<file path="src/rtl/cavlc_coeff_reconstruct_pkg.sv">
// Shared state encoding and size constants for CAVLC coefficient reconstruction.
package cavlc_pkg;
  localparam int LEVEL_W        = 13;
  localparam int MAX_COEFF_LUMA = 16;
  localparam int MAX_COEFF_CDC  = 4;

  typedef enum logic [2:0] {
    ST_IDLE,
    ST_COLLECT,
    ST_PLACE,
    ST_EMIT,
    ST_DONE
  } cavlc_state_e;
endpackage

</file>
<file path="src/rtl/cavlc_coeff_reconstruct_if.sv">
// Block-level bus: level/run collection inputs, coefficient stream out, status.
interface cavlc_coeff_reconstruct_if #(
  parameter int LEVEL_W = cavlc_pkg::LEVEL_W
);
  logic                      Start;
  logic [4:0]                TotalCoeff;
  logic [3:0]                TotalZeros;
  logic signed [LEVEL_W-1:0] LevelIn;
  logic                      LevelWr;
  logic [3:0]                RunIn;
  logic                      RunWr;
  logic signed [LEVEL_W-1:0] CoeffOut;
  logic [3:0]                CoeffIdx;
  logic                      CoeffValid;
  logic                      CoeffReady;
  logic                      CoeffLast;
  logic                      Busy;
  logic                      Done;
  logic                      Err;

  modport master (
    output Start, TotalCoeff, TotalZeros, LevelIn, LevelWr, RunIn, RunWr, CoeffReady,
    input  CoeffOut, CoeffIdx, CoeffValid, CoeffLast, Busy, Done, Err
  );

  modport slave (
    input  Start, TotalCoeff, TotalZeros, LevelIn, LevelWr, RunIn, RunWr, CoeffReady,
    output CoeffOut, CoeffIdx, CoeffValid, CoeffLast, Busy, Done, Err
  );
endinterface

</file>
<file path="src/rtl/cavlc_coeff_ram.sv">
// Coefficient store with clear-all, one write port and a write-first registered read.
module cavlc_coeff_ram #(
  parameter int LEVEL_W = 13,
  parameter int DEPTH   = 16,
  parameter int AW      = 4
) (
  input  logic                      Clk,
  input  logic                      nReset,
  input  logic                      clr_i,
  input  logic                      we_i,
  input  logic [AW-1:0]             wr_addr_i,
  input  logic signed [LEVEL_W-1:0] wr_data_i,
  input  logic [AW-1:0]             rd_addr_i,
  output logic signed [LEVEL_W-1:0] rd_data_o
);
  logic signed [LEVEL_W-1:0] mem_q [DEPTH];
  logic signed [LEVEL_W-1:0] rd_q;

  // Bypass lets the final placement write be visible on the very next read.
  always_ff @(posedge Clk or negedge nReset) begin
    if (!nReset) begin
      for (int i = 0; i < DEPTH; i++) mem_q[i] <= '0;
      rd_q <= '0;
    end else if (clr_i) begin
      for (int i = 0; i < DEPTH; i++) mem_q[i] <= '0;
      rd_q <= '0;
    end else begin
      if (we_i) mem_q[wr_addr_i] <= wr_data_i;
      rd_q <= (we_i && wr_addr_i == rd_addr_i) ? wr_data_i : mem_q[rd_addr_i];
    end
  end

  assign rd_data_o = rd_q;
endmodule

</file>
<file path="src/rtl/cavlc_coeff_reconstruct.sv">
// Collects CAVLC levels and run_before values, places them at scan positions
// using TotalZeros, then streams the whole block out in scan order.
module cavlc_coeff_reconstruct #(
  parameter int LEVEL_W   = cavlc_pkg::LEVEL_W,
  parameter int MAX_COEFF = cavlc_pkg::MAX_COEFF_LUMA
) (
  input logic Clk,
  input logic nReset,
  cavlc_coeff_reconstruct_if.slave bus
);
  import cavlc_pkg::cavlc_state_e;
  import cavlc_pkg::ST_IDLE;
  import cavlc_pkg::ST_COLLECT;
  import cavlc_pkg::ST_PLACE;
  import cavlc_pkg::ST_EMIT;
  import cavlc_pkg::ST_DONE;
  import cavlc_pkg::MAX_COEFF_CDC;

  localparam int         AW       = (MAX_COEFF == MAX_COEFF_CDC) ? 2 : 4;
  localparam logic [3:0] LAST_IDX = 4'(MAX_COEFF - 1);
  localparam logic [4:0] MAX_C5   = 5'(MAX_COEFF);
  localparam logic [5:0] MAX_C6   = 6'(MAX_COEFF);

  cavlc_state_e state_q, state_d;
  logic [4:0] total_coeff_q, total_coeff_d;
  logic [4:0] lvl_cnt_q, lvl_cnt_d;
  logic [4:0] run_cnt_q, run_cnt_d;
  logic [4:0] place_idx_q, place_idx_d;
  logic [3:0] zeros_left_q, zeros_left_d;
  logic [3:0] emit_idx_q, emit_idx_d;
  logic [5:0] pos_q, pos_d;
  logic       err_q, err_d;
  logic [3:0] coeff_idx_q;
  logic       coeff_valid_q, coeff_last_q, busy_q, done_q;

  logic signed [LEVEL_W-1:0] level_buf [MAX_COEFF];
  logic [3:0]                run_buf   [MAX_COEFF];

  logic                      level_we, run_we, ram_we, accept;
  logic [4:0]                tc_m1;
  logic [3:0]                place_run;
  logic [AW-1:0]             ram_ra;
  logic signed [LEVEL_W-1:0] ram_wd, ram_rd;

  assign tc_m1     = total_coeff_q - 5'd1;
  assign accept    = coeff_valid_q && bus.CoeffReady;
  // Runs that never arrived count as zero.
  assign place_run = (place_idx_q < run_cnt_q) ? run_buf[place_idx_q[AW-1:0]] : 4'd0;
  assign ram_wd    = level_buf[place_idx_q[AW-1:0]];
  assign ram_ra    = emit_idx_d[AW-1:0];

  always_comb begin
    state_d       = state_q;
    total_coeff_d = total_coeff_q;
    lvl_cnt_d     = lvl_cnt_q;
    run_cnt_d     = run_cnt_q;
    place_idx_d   = place_idx_q;
    zeros_left_d  = zeros_left_q;
    emit_idx_d    = emit_idx_q;
    pos_d         = pos_q;
    err_d         = err_q;
    level_we      = 1'b0;
    run_we        = 1'b0;
    ram_we        = 1'b0;

    if (bus.Start) begin
      total_coeff_d = bus.TotalCoeff;
      lvl_cnt_d     = '0;
      run_cnt_d     = '0;
      place_idx_d   = '0;
      emit_idx_d    = '0;
      zeros_left_d  = bus.TotalZeros;
      pos_d         = 6'(bus.TotalCoeff) + 6'(bus.TotalZeros) - 6'd1;
      err_d         = (6'(bus.TotalCoeff) + 6'(bus.TotalZeros)) > MAX_C6;
      state_d       = (bus.TotalCoeff == 5'd0) ? ST_EMIT : ST_COLLECT;
    end else begin
      if ((bus.LevelWr || bus.RunWr) && state_q != ST_COLLECT) err_d = 1'b1;

      case (state_q)
        ST_COLLECT: begin
          if (bus.LevelWr) begin
            if (lvl_cnt_q == total_coeff_q || lvl_cnt_q == MAX_C5) begin
              err_d = 1'b1;
            end else begin
              level_we  = 1'b1;
              lvl_cnt_d = lvl_cnt_q + 5'd1;
            end
          end
          if (bus.RunWr) begin
            if (run_cnt_q == tc_m1 || run_cnt_q == MAX_C5) begin
              err_d = 1'b1;
            end else begin
              run_we    = 1'b1;
              run_cnt_d = run_cnt_q + 5'd1;
              if (bus.RunIn > zeros_left_q) begin
                err_d        = 1'b1;
                zeros_left_d = '0;
              end else begin
                zeros_left_d = zeros_left_q - bus.RunIn;
              end
            end
          end
          if (lvl_cnt_d == total_coeff_q && (run_cnt_d == tc_m1 || zeros_left_d == 4'd0))
            state_d = ST_PLACE;
        end
        ST_PLACE: begin
          // Positions past the block or wrapped below zero are rejected.
          if (pos_q < MAX_C6) ram_we = 1'b1;
          else                err_d  = 1'b1;
          pos_d       = pos_q - 6'd1 - 6'(place_run);
          place_idx_d = place_idx_q + 5'd1;
          if (place_idx_q == tc_m1) state_d = ST_EMIT;
        end
        ST_EMIT: begin
          if (accept) begin
            emit_idx_d = emit_idx_q + 4'd1;
            if (emit_idx_q == LAST_IDX) state_d = ST_DONE;
          end
        end
        ST_DONE: state_d = ST_IDLE;
        default: state_d = ST_IDLE;
      endcase
    end
  end

  always_ff @(posedge Clk or negedge nReset) begin
    if (!nReset) begin
      state_q       <= ST_IDLE;
      total_coeff_q <= '0;
      lvl_cnt_q     <= '0;
      run_cnt_q     <= '0;
      place_idx_q   <= '0;
      zeros_left_q  <= '0;
      emit_idx_q    <= '0;
      pos_q         <= '0;
      err_q         <= 1'b0;
      coeff_idx_q   <= '0;
      coeff_valid_q <= 1'b0;
      coeff_last_q  <= 1'b0;
      busy_q        <= 1'b0;
      done_q        <= 1'b0;
    end else begin
      state_q       <= state_d;
      total_coeff_q <= total_coeff_d;
      lvl_cnt_q     <= lvl_cnt_d;
      run_cnt_q     <= run_cnt_d;
      place_idx_q   <= place_idx_d;
      zeros_left_q  <= zeros_left_d;
      emit_idx_q    <= emit_idx_d;
      pos_q         <= pos_d;
      err_q         <= err_d;
      coeff_idx_q   <= (state_d == ST_EMIT) ? emit_idx_d : 4'd0;
      coeff_valid_q <= (state_d == ST_EMIT);
      coeff_last_q  <= (state_d == ST_EMIT) && (emit_idx_d == LAST_IDX);
      busy_q        <= (state_d != ST_IDLE);
      done_q        <= (state_d == ST_DONE);
    end
  end

  always_ff @(posedge Clk) begin
    if (level_we) level_buf[lvl_cnt_q[AW-1:0]] <= bus.LevelIn;
    if (run_we)   run_buf[run_cnt_q[AW-1:0]]   <= bus.RunIn;
  end

  cavlc_coeff_ram #(
    .LEVEL_W(LEVEL_W),
    .DEPTH  (MAX_COEFF),
    .AW     (AW)
  ) u_ram (
    .Clk      (Clk),
    .nReset   (nReset),
    .clr_i    (bus.Start),
    .we_i     (ram_we && !bus.Start),
    .wr_addr_i(pos_q[AW-1:0]),
    .wr_data_i(ram_wd),
    .rd_addr_i(ram_ra),
    .rd_data_o(ram_rd)
  );

  assign bus.CoeffOut   = ram_rd;
  assign bus.CoeffIdx   = coeff_idx_q;
  assign bus.CoeffValid = coeff_valid_q;
  assign bus.CoeffLast  = coeff_last_q;
  assign bus.Busy       = busy_q;
  assign bus.Done       = done_q;
  assign bus.Err        = err_q;
endmodule

</file>
<file path="src/flat_wrapper.sv">
// flat-port wrapper written by rule: the top's interface ports become plain ports
module cavlc_coeff_reconstruct_flat import cavlc_pkg::cavlc_state_e; import cavlc_pkg::ST_IDLE; import cavlc_pkg::ST_COLLECT; import cavlc_pkg::ST_PLACE; import cavlc_pkg::ST_EMIT; import cavlc_pkg::ST_DONE; import cavlc_pkg::MAX_COEFF_CDC;
#(
  parameter int LEVEL_W   = cavlc_pkg::LEVEL_W,
  parameter int MAX_COEFF = cavlc_pkg::MAX_COEFF_LUMA
)
  (Clk, nReset, bus_Start, bus_TotalCoeff, bus_TotalZeros, bus_LevelIn, bus_LevelWr, bus_RunIn, bus_RunWr, bus_CoeffReady, bus_CoeffOut, bus_CoeffIdx, bus_CoeffValid, bus_CoeffLast, bus_Busy, bus_Done, bus_Err);
  cavlc_coeff_reconstruct_if #(.LEVEL_W(LEVEL_W)) bus_i ();
  input logic Clk;
  input logic nReset;
  input wire logic [$bits(bus_i.Start)-1:0] bus_Start;
  input wire logic [$bits(bus_i.TotalCoeff)-1:0] bus_TotalCoeff;
  input wire logic [$bits(bus_i.TotalZeros)-1:0] bus_TotalZeros;
  input wire logic [$bits(bus_i.LevelIn)-1:0] bus_LevelIn;
  input wire logic [$bits(bus_i.LevelWr)-1:0] bus_LevelWr;
  input wire logic [$bits(bus_i.RunIn)-1:0] bus_RunIn;
  input wire logic [$bits(bus_i.RunWr)-1:0] bus_RunWr;
  input wire logic [$bits(bus_i.CoeffReady)-1:0] bus_CoeffReady;
  output wire logic [$bits(bus_i.CoeffOut)-1:0] bus_CoeffOut;
  output wire logic [$bits(bus_i.CoeffIdx)-1:0] bus_CoeffIdx;
  output wire logic [$bits(bus_i.CoeffValid)-1:0] bus_CoeffValid;
  output wire logic [$bits(bus_i.CoeffLast)-1:0] bus_CoeffLast;
  output wire logic [$bits(bus_i.Busy)-1:0] bus_Busy;
  output wire logic [$bits(bus_i.Done)-1:0] bus_Done;
  output wire logic [$bits(bus_i.Err)-1:0] bus_Err;
  assign bus_i.Start = bus_Start;
  assign bus_i.TotalCoeff = bus_TotalCoeff;
  assign bus_i.TotalZeros = bus_TotalZeros;
  assign bus_i.LevelIn = bus_LevelIn;
  assign bus_i.LevelWr = bus_LevelWr;
  assign bus_i.RunIn = bus_RunIn;
  assign bus_i.RunWr = bus_RunWr;
  assign bus_i.CoeffReady = bus_CoeffReady;
  assign bus_CoeffOut = bus_i.CoeffOut;
  assign bus_CoeffIdx = bus_i.CoeffIdx;
  assign bus_CoeffValid = bus_i.CoeffValid;
  assign bus_CoeffLast = bus_i.CoeffLast;
  assign bus_Busy = bus_i.Busy;
  assign bus_Done = bus_i.Done;
  assign bus_Err = bus_i.Err;
  cavlc_coeff_reconstruct #(.LEVEL_W(LEVEL_W), .MAX_COEFF(MAX_COEFF)) u_core (.Clk(Clk), .nReset(nReset), .bus(bus_i));
endmodule
</file>
<file path="config.mk">
export PLATFORM = sky130hd
export DESIGN_NAME = cavlc_coeff_reconstruct_flat
export DESIGN_NICKNAME = d
export VERILOG_FILES = /design/src/rtl/cavlc_coeff_reconstruct_pkg.sv /design/src/rtl/cavlc_coeff_reconstruct_if.sv /design/src/rtl/cavlc_coeff_ram.sv /design/src/rtl/cavlc_coeff_reconstruct.sv /design/src/flat_wrapper.sv
export SDC_FILE = /design/constraint.sdc
export NUM_CORES = 1
export LEC_CHECK = 0
export CAP_MARGIN = 20
export CORE_ASPECT_RATIO = 0.9
export CORE_MARGIN = 1.5
export CORE_UTILIZATION = 25
export DETAILED_ROUTE_END_ITERATION = 8
export PLACE_DENSITY_LB_ADDON = 0.08
export SYNTH_ARGS = -nofsm -noshare
export SYNTH_HDL_FRONTEND = slang
export SYNTH_HIERARCHICAL = 1
export SYNTH_SLANG_ARGS = --single-unit
export TNS_END_PERCENT = 10
</file>
<file path="constraint.sdc">
create_clock -name Clk -period 3 [get_ports Clk]
set_clock_uncertainty 0.05 [all_clocks]
set_input_delay 0.6 -clock Clk [delete_from_list [all_inputs] [get_ports Clk]]
set_output_delay 0.6 -clock Clk [all_outputs]
set_load 0.02 [all_outputs]
</file>
After elaboration in Yosys (flattened, before gate mapping)

Memory sizes are Yosys's and may differ from the RTL's.
Cells that the tools add are included.

Bits in registers: 267
Bits in writable memories: 272
Input bits: 32
Output and inout bits: 22
Logic and storage cells: 155
Memories: 2

Add/sub/neg operators: 10
Order comparisons: 7
Equality and inequality tests: 16
Muxes and demuxes: 69
Bitwise gates (word level): 2
Reductions and logical operators: 18

Memory list:

| memory           | words | bits a word | read ports | clocked after Yosys merged registers in | wr ports | line                          | RTL |
|---|---|---|---|---|---|---|---|
| u_core.level_buf | 16    | 13          | 1          | 0                                       | 1        | cavlc_coeff_reconstruct.sv:36 | `logic signed [LEVEL_W-1:0] level_buf [MAX_COEFF];` |
| u_core.run_buf   | 16    | 4           | 1          | 0                                       | 1        | cavlc_coeff_reconstruct.sv:37 | `logic [3:0] run_buf [MAX_COEFF];` |

Operator list:

| cell                                                       | number |
|---|---|
| 2-to-1 mux 208 bit                                         | 2 |
| bitwise mux 208 bit                                        | 1 |
| 2-to-1 mux 5 bit                                           | 14 |
| 2-to-1 mux 13 bit                                          | 5 |
| binary-select mux 13 bit (select 4 bit)                    | 1 |
| demux 13 bit (select 4 bit)                                | 1 |
| 2-to-1 mux 4 bit                                           | 12 |
| == test 5 bit                                              | 5 |
| 2-to-1 mux 1 bit                                           | 23 |
| adder 5 x 1 -> 5 bit, second input constant                | 3 |
| 2-to-1 mux 3 bit                                           | 5 |
| 2-to-1 mux 6 bit                                           | 2 |
| subtractor 6 x 1 -> 6 bit, second input constant           | 2 |
| == test 5 bit, second input constant                       | 2 |
| >= comparator 5 bit, second input constant                 | 2 |
| NOT 4 -> 5 bit                                             | 2 |
| == test 3 x 2 -> 1 bit, second input constant              | 3 |
| case mux 3 bit (3 select lines)                            | 1 |
| == test 4 bit, second input constant                       | 2 |
| logical AND 1 bit                                          | 7 |
| adder 5 x 4 -> 6 bit                                       | 1 |
| > comparator 6 x 5 -> 1 bit, second input constant         | 1 |
| less-than comparator 6 x 5 -> 1 bit, second input constant | 1 |
| nonzero test 2 bit                                         | 3 |
| 18 further kinds                                           | 21 |

Longest topological paths before layout

Gate-level depths: netlist (run 1).

Depth after elaboration: 15
Gate-level depth with buffers: 15
Depth with buffers taken out: 15

By module

Netlist (run 1), hierarchy kept.

Modules (own cells, without submodules):

| module                  | instances | cells an instance | area each (µm²) | sequential area each (µm²) |
|---|---|---|---|---|
| cavlc_coeff_reconstruct | 1         | 819               | 13,938.4        | 9,318.9 |
| cavlc_coeff_ram         | 1         | 1,111             | 10,567.6        | 5,530.3 |

Least setup slack after synthesis (run 1)

Ideal clock, no wire load.

Path kind: register to register
From: reg u_core.place_idx_q[0]
To: reg u_core.pos_q[3]
Setup time: 0.137 ns
Arrival time: 3.140 ns
Data required time: 2.813 ns
Slack: -0.327 ns
Stages on the path, launching flop included: 13
Buffers on the path: 2
Period minus slack after synthesis: 3.327 ns
Path through: dfrtp_1 -> buf_2 -> buf_1 -> mux4_2 -> mux4_2 -> nand2_1 -> ha_1 -> a21o_1 -> a21oi_1 -> xnor2_1 -> nor2_1 -> a211oi_1 -> a21oi_1

Cells in the longest elaborated chain, start to end: 5
Elaborated cells on any way between the ends: 6
Classes of those cells: add/sub: 1; order compare: 1; mux: 3; memory: 1

RTL lines:

| what                                                                   | line                           | RTL |
|---|---|---|
| start, declared                                                        | cavlc_coeff_reconstruct.sv:28  | `logic [4:0] place_idx_q, place_idx_d;` |
| start signal, assigned                                                 | cavlc_coeff_reconstruct.sv:147 | `place_idx_q <= place_idx_d;` |
| memory read (16 x 4 bit) or less-than comparator 5 bit (tied branches) | --                             |  |
| 2-to-1 mux 4 bit *                                                     | cavlc_coeff_reconstruct.sv:48  | `assign place_run = (place_idx_q < run_cnt_q) ? run_buf[place_idx_q[AW-1:0]] : 4'd0;` |
| subtractor 6 x 4 -> 6 bit *                                            | cavlc_coeff_reconstruct.sv:110 | `pos_d = pos_q - 6'd1 - 6'(place_run);` |
| 2-to-1 mux 6 bit *                                                     | cavlc_coeff_reconstruct.sv:79  | `case (state_q)` |
| 2-to-1 mux 6 bit *                                                     | cavlc_coeff_reconstruct.sv:66  | `if (bus.Start) begin` |
| end signal, assigned                                                   | cavlc_coeff_reconstruct.sv:150 | `pos_q <= pos_d;` |
| end, declared                                                          | cavlc_coeff_reconstruct.sv:31  | `logic [5:0] pos_q, pos_d;` |

Mark *: on every way between the ends. The rest lies on a longest branch, timed or not. The select of a mux whose other input is x is not followed.
A chain may end at the register's enable or synchronous reset.

Worst setup path in the final report (run 1)

From: reg u_core.place_idx_q[0]
To: reg u_core.pos_q[4]

The elaborated chain is that of the path after synthesis.

==> results of run 1 <==
[worst max-delay path, stage by stage, from the launching register on]
cell and delay [ps]:
dfrtp_4 490, buf_12 150, buf_4 150, mux4_2 430
mux4_2 550, nand2_2 90, ha_2 180, fa_2 220
a21oi_2 50, nor2_1 110, nor3_2 60, xor2_1 150
nor2_1 90, a21oi_1 50
[power by group through the flow]
stage / Sequential (µW) / Clock, µW / Combinational, µW
CTS: 7980 / 8370 / 1450
floorplan: 8080 / 0 / 728
detailed placement: 8130 / 0 / 1430
global placement: 8120 / 0 / 1420
global route: 7990 / 8630 / 1590
finish: 7980 / 8110 / 1450
[flip-flops by register name, indices dropped and copies added (netlist names), 6 cells and up]
| register | count |
|---|---|
| u_core/u_ram/rd_data_o | 13 |
| u_core/u_ram/mem_q | 208 |
| u_core/run_buf | 64 |
| u_core/pos_q | 6 |
| u_core/level_buf | 208 |
[metrics by stage]
step	hold slack (ps)	instance area, µm²	setup TNS, ps	instances	utilization
detailed placement	468	28000	-6420	3291	0.290
global route	119	30400	-275	3415	0.314
CTS	99.1	30300	0	3413	0.313
global placement	470	28000	-8440	3291	0.290
floorplan	254	24500	-4040	1930	-
finish	140	30400	0	3415	0.314
[cells in the final DEF, fill, tap and decap left out, types with 5 or more instances in the layout]
cell             instances
nor4_1                  11
nor3_2                  10
mux4_2                 135
nor2b_1                 13
o21ai_0                 94
clkbuf_1                10
clkinv_2                16
clkbuf_16               69
inv_1                   22
clkinv_1                 8
and2_1                   5
a21oi_1                227
o21ai_1                  6
a211oi_1                 5
buf_4                  154
nand4_1                  6
a22o_1                  14
buf_12                  42
nand2_1                366
a21o_1                   7
clkbuf_8                 7
edfxtp_1               272
a22oi_1                 23
nand2b_1                10
xor2_1                  21
nor2_1                  55
dfrtp_1                264
clkdlybuf4s50_1         51
xnor2_1                 28
nor3_1                  16
ha_1                    26
nor2_2                  13
nand3_1                 35
[final cells by class]
type	count	area, µm²
Multi-Input combinational cell	1213	9050
Fill cell	9624	66400
Timing Repair Buffer	255	2620
Clock inverter	34	355
Clock buffer	85	1840
Tap cell	1265	1580
Inverter	24	97.6
Sequential cell	539	14900
[per-layer routing]
layer | track usage | vias to the layer above | part of all wire
li1 | - | 7404 | -
met1 | 0.242 | 8583 | 0.49
met2 | 0.238 | 449 | 0.44
met3 | 0.0316 | 106 | 0.055
met4 | 0.0439 | 4 | 0.024
met5 | 0 | - | 0.00026
[cells by family after synthesis]
kind of cell | count (synthesis)
simple gates | 575
flops | 539
compound gates | 411
buf+inv | 178
mux | 143
xor+xnor | 53
fa+ha+maj | 31
[how the worst max path moves through the flow]
stage	start	end	slack, ps	cells after the start
after floorplan	u_core/lvl_cnt_q[0]$_DFFE_PN0P_	u_core/level_buf[0][0]$_DFFE_PP_	-100	7
after global placement	bus_CoeffReady	u_core/u_ram/rd_data_o[3]$_DFF_PN0_	-410	12
after detailed placement	bus_CoeffReady	u_core/u_ram/rd_data_o[6]$_DFF_PN0_	-460	12
after CTS	u_core/place_idx_q[0]$_DFFE_PN0P_	u_core/pos_q[3]$_DFFE_PN0P_	4	11
after global routing	u_core/place_idx_q[0]$_DFFE_PN0P_	u_core/pos_q[2]$_DFFE_PN0P_	-70	12
final	u_core/place_idx_q[0]$_DFFE_PN0P_	u_core/pos_q[4]$_DFFE_PN0P_	30	13
[what timing repair did]
| item | in CTS | in global routing |
|---|---|---|
| pin swaps | 0 | 7 |
| setup buffers | 2 | 0 |
| hold endpoints to repair | 53 | 0 |
| gates resized for setup | 9 | 18 |
| endpoints found under the setup margin | 52 | 108 |
| hold buffers | 1 | 0 |
| cloned | 0 | 1 |
==> metrics.yaml, run 1 <==
status: "complete, no violations"
rsz0062_at_grt: "yes"
synth-seq-cells: 539
yosysMostFrequentCell: "nand2_1"
finalPower_uw: 17500
start_util: 0.253
postLayoutSetupSlackWorst_ps: 28.3
cts-root-buf: "clkbuf_16"
synthMuxAreaShare: 0.129
holdCritPathClass: "in -> reg"
antenna_found_initial: 3
num_vias: 16546
antenna_cells: 0
synthAdderAreaFrac: 0.0167
criticalPathCategory: "reg -> reg"
drive_gt1_frac: 0.231
synth_top_family_by_area: "multiplexers"
crit_fanout: 5
finalSetupViolations: 0
maxSlewViolCount: 0
synth-compound-area-share: 0.0946
clock_power_share: 0.462
routed_wl_um: 80600
r2r_end: "u_core/pos_q[4]$_DFFE_PN0P_"
switchingPower_uw: 4400
drc: 0
synthTopCellsByCount: "nand2_1, edfxtp_1, dfrtp_1"
arrival_ps: 3410
tightest_slew_ps: 1010
dr.pass1.iters: 6
netlist_area_um2: 24500
grt_pass1_vias: 16874
cts_tree: "done"
numCtsBuffers: 66
finalCritPeriodShare: 0.991
core-area_um2: 96800
start_kind: "register"
syn_area_per_cell_um2: 12.7
die_h_um: 300
synth-async-reset-ratio: 0.495
pwr-share-seq: 0.455
synthTopCellsByArea: "edfxtp_1, dfrtp_1, mux4_2, nand2_1, a21oi_1"
clkTransAtPathRegs_ps: 60
synth_xor_area_frac: 0.0209
comb_power_share: 0.083
layout_min_cycle_time_ps: 2970
p_int_uw: 13100
port-buffer-count: 53
dp_hpwl_um: 53000
r2r_start: "u_core/place_idx_q[0]$_DFFE_PN0P_"
max_freq_ghz: 0.337
yosysWarnings: 6
finalHoldViolCount: 0
yosysSeqAreaShare: 0.606
syn_to_final_growth_pct: 24.0
hp-start: "bus_Start"
grt-ovfl-total: 0
grt_usage: 0.162
cp-end-kind: "register"
wl_per_cell_um: 23.6
dieArea_um2: 99900
syn-num-nets: 1993
grt_pass1_wl_um: 120000
vias_per_cell: 4.85
synth_edf_count: 272
max-slew-margin-rel: 0.328
first_iter_violations: 1185
synth.top_cell.area_share: 0.333
place_congestion: 0.828
ys_types: 74
holdPathStages: 2
fp.dieW_um: 333
ant_nets: 0
ff2ff_path_depth: 13
ff2ff_setup_slack_ps: 30
min_delay_worst_endpoint: "u_core/state_q[2]$_DFF_PN0_"
dp_slack_ps: -457
synth_area_leader_cell: "edfxtp_1"
synth-simple-area-share: 0.102
nets: 2162
clock_sinks: 539
worstPathRequired_ps: 3430
syn-instance-count: 1930
power.density_nw_per_um2: 577
switching_share: 0.251
rows: 108
synthFlopType: "edfxtp_1"
max_cap_viol_count: 0
htree_num_levels: 3
p_leak_uw: 0.0110
ir_drop_mv: 0.320
clock_path_buffers: 3
io_pins: 54
grt_max_degree: 153
clk_latency_ps: 630
(Power assumes the default switching activity.)
==> inputs of run 2 (changes only) <==
CORE_UTILIZATION = 58   (was 25)
CTS_BUF_LIST = sky130_fd_sc_hd__clkbuf_2 sky130_fd_sc_hd__clkbuf_4 sky130_fd_sc_hd__clkbuf_8   (was default)
clock period = 2.4 ns   (was 3 ns; I/O delays follow)
==> metrics.yaml, run 2 (synthesis gave the netlist of run 1 again) <==
tightest_slew_ps: 995
cts_tree: "done"
final_common_cell: "nand2_1"
ant_nets: 0
ir_drop_mv: 0.599
clock_sinks: 539
p_leak_uw: 0.0114
r2r_end: "u_core/pos_q[1]$_DFFE_PN0P_"
clock_path_buffers: 3
violations: "negative setup slack"
layout_min_cycle_time_ps: 2930
finalCritPeriodShare: 1.22
start_util: 0.587
fp.dieW_um: 220
dr.pass1.iters: 6
rsz0062_at_grt: "yes"
finalHoldViolCount: 0
grt_usage: 0.308
max_freq_ghz: 0.342
first_iter_violations: 1970
port-buffer-count: 53
arrival_ps: 3420
wl_per_cell_um: 23.5
dp_slack_ps: -838
ff2ff_setup_slack_ps: -530
die_h_um: 198
criticalPathCategory: "reg -> reg"
routed_wl_um: 65500
core-area_um2: 41800
ff2ff_path_depth: 9
drc: 0
finalSetupViolations: 233
htree_num_levels: 3
crit_fanout: 6
r2r_start: "u_core/place_idx_q[0]$_DFFE_PN0P_"
grt_max_degree: 175
nets: 2246
drive_gt1_frac: 0.320
io_pins: 54
dieArea_um2: 43500
finalPower_uw: 20300
start_kind: "register"
antenna_cells: 0
clk_latency_ps: 690
crit_start: "u_core/place_idx_q[0]$_DFFE_PN0P_"
postLayoutSetupSlackWorst_ps: -527
worstPathRequired_ps: 2890
maxSlewViolCount: 0
max_cap_viol_count: 0
layout_common_cells: "nand2_1, edfxtp_1, dfrtp_1"
crit_end: "u_core/pos_q[1]$_DFFE_PN0P_"
vias_per_cell: 6.20
grt-ovfl-total: 0
holdCritPathClass: "in -> reg"
dp_hpwl_um: 40900
cp-end-kind: "register"
max-slew-margin-rel: 0.337
cts-root-buf: "clkbuf_8"
fin_tns_setup_ps: -45400
num_vias: 17317
grt_pass1_vias: 17210
status: "finished, violations left"
fillers: 2723
rows: 71
grt_pass1_wl_um: 99800
place_congestion: 0.909
power.density_nw_per_um2: 661
numCtsBuffers: 86
antenna_found_initial: 1
syn_to_final_growth_pct: 25.6
clkTransAtPathRegs_ps: 60
run 2: cell types whose count changed in the layout (fill, tap and decap cells not counted), sizes merged:
| cell | before | now |
|---|---|---|
| buf | 202 | 261 |
| bufinv | 4 | 5 |
| clkbuf | 86 | 131 |
| clkinv | 29 | 18 |
| clkinvlp | 0 | 1 |
| inv | 25 | 27 |
run 2: critical path, stage by stage (launching register included):
cell	delay [ps]
dfrtp_4	500
buf_12	150
buf_12	140
mux4_2	470
mux4_2	480
nand2_2	110
ha_4	150
fa_2	430
a211oi_1	220
a21oi_1	60
run 2: power breakdown:
part	internal [µW]	total, µW	switching, µW	leakage (µW)
Sequential	9840	9950	109	0.00613
Combinational	868	2070	1200	0.00432
Clock	4660	8320	3660	0.000966
run 2: metrics by stage:
step	std cells	utilization	instance area (µm²)	hold WS, ps
6_report	2794	0.737	30800	203
5_1_grt	2794	0.737	30800	171
4_1_cts	2783	0.721	30100	137
3_5_place_dp	2608	0.660	27600	440
3_3_place_gp	2608	0.660	27600	446
2_1_floorplan	1930	-	24700	134
run 2: worst min-delay path by stage:
stage,start,endpoint,slack (ps),cells past startpoint
floorplan,nReset,u_core/bus.Busy$_DFF_PN0_,130,0
global placement,nReset,u_core/u_ram/mem_q[167]$_DFFE_PN0P_,450,1
detailed placement,nReset,u_core/u_ram/mem_q[167]$_DFFE_PN0P_,440,1
CTS,bus_Start,u_core/bus.CoeffIdx[0]$_DFF_PN0_,140,4
global route,bus_Start,u_core/bus.CoeffIdx[1]$_DFF_PN0_,170,3
finish,bus_Start,u_core/bus.CoeffIdx[1]$_DFF_PN0_,200,3
run 2: what timing repair did:
item / CTS / global route
hold buffers: 1 / 0
buffers inserted: 13 / 13
endpoints found under the hold margin: 56 / 0
pin swaps: 17 / 34
gates cloned: 9 / 5
resized for setup: 87 / 142
endpoints found under the setup margin: 452 / 511
run 2: cell type report:
type                       instances  area, µm²  share of cell area
clock inverter                    27        279             0.00906
sequential                       539      14900               0.483
clock buffer                     125       1530              0.0498
inverter                          24        110             0.00358
tap                              547        684              0.0222
multi-input combinational       1213       9710               0.315
timing repair buffer             319       3610               0.117
run 2: routing by layer:
| metal | GRT usage | share of wire |
|---|---|---|
| met1 | 0.432 | 0.41 |
| met2 | 0.489 | 0.48 |
| met3 | 0.0598 | 0.080 |
| met4 | 0.102 | 0.030 |
| met5 | 0 | 0.00026 |
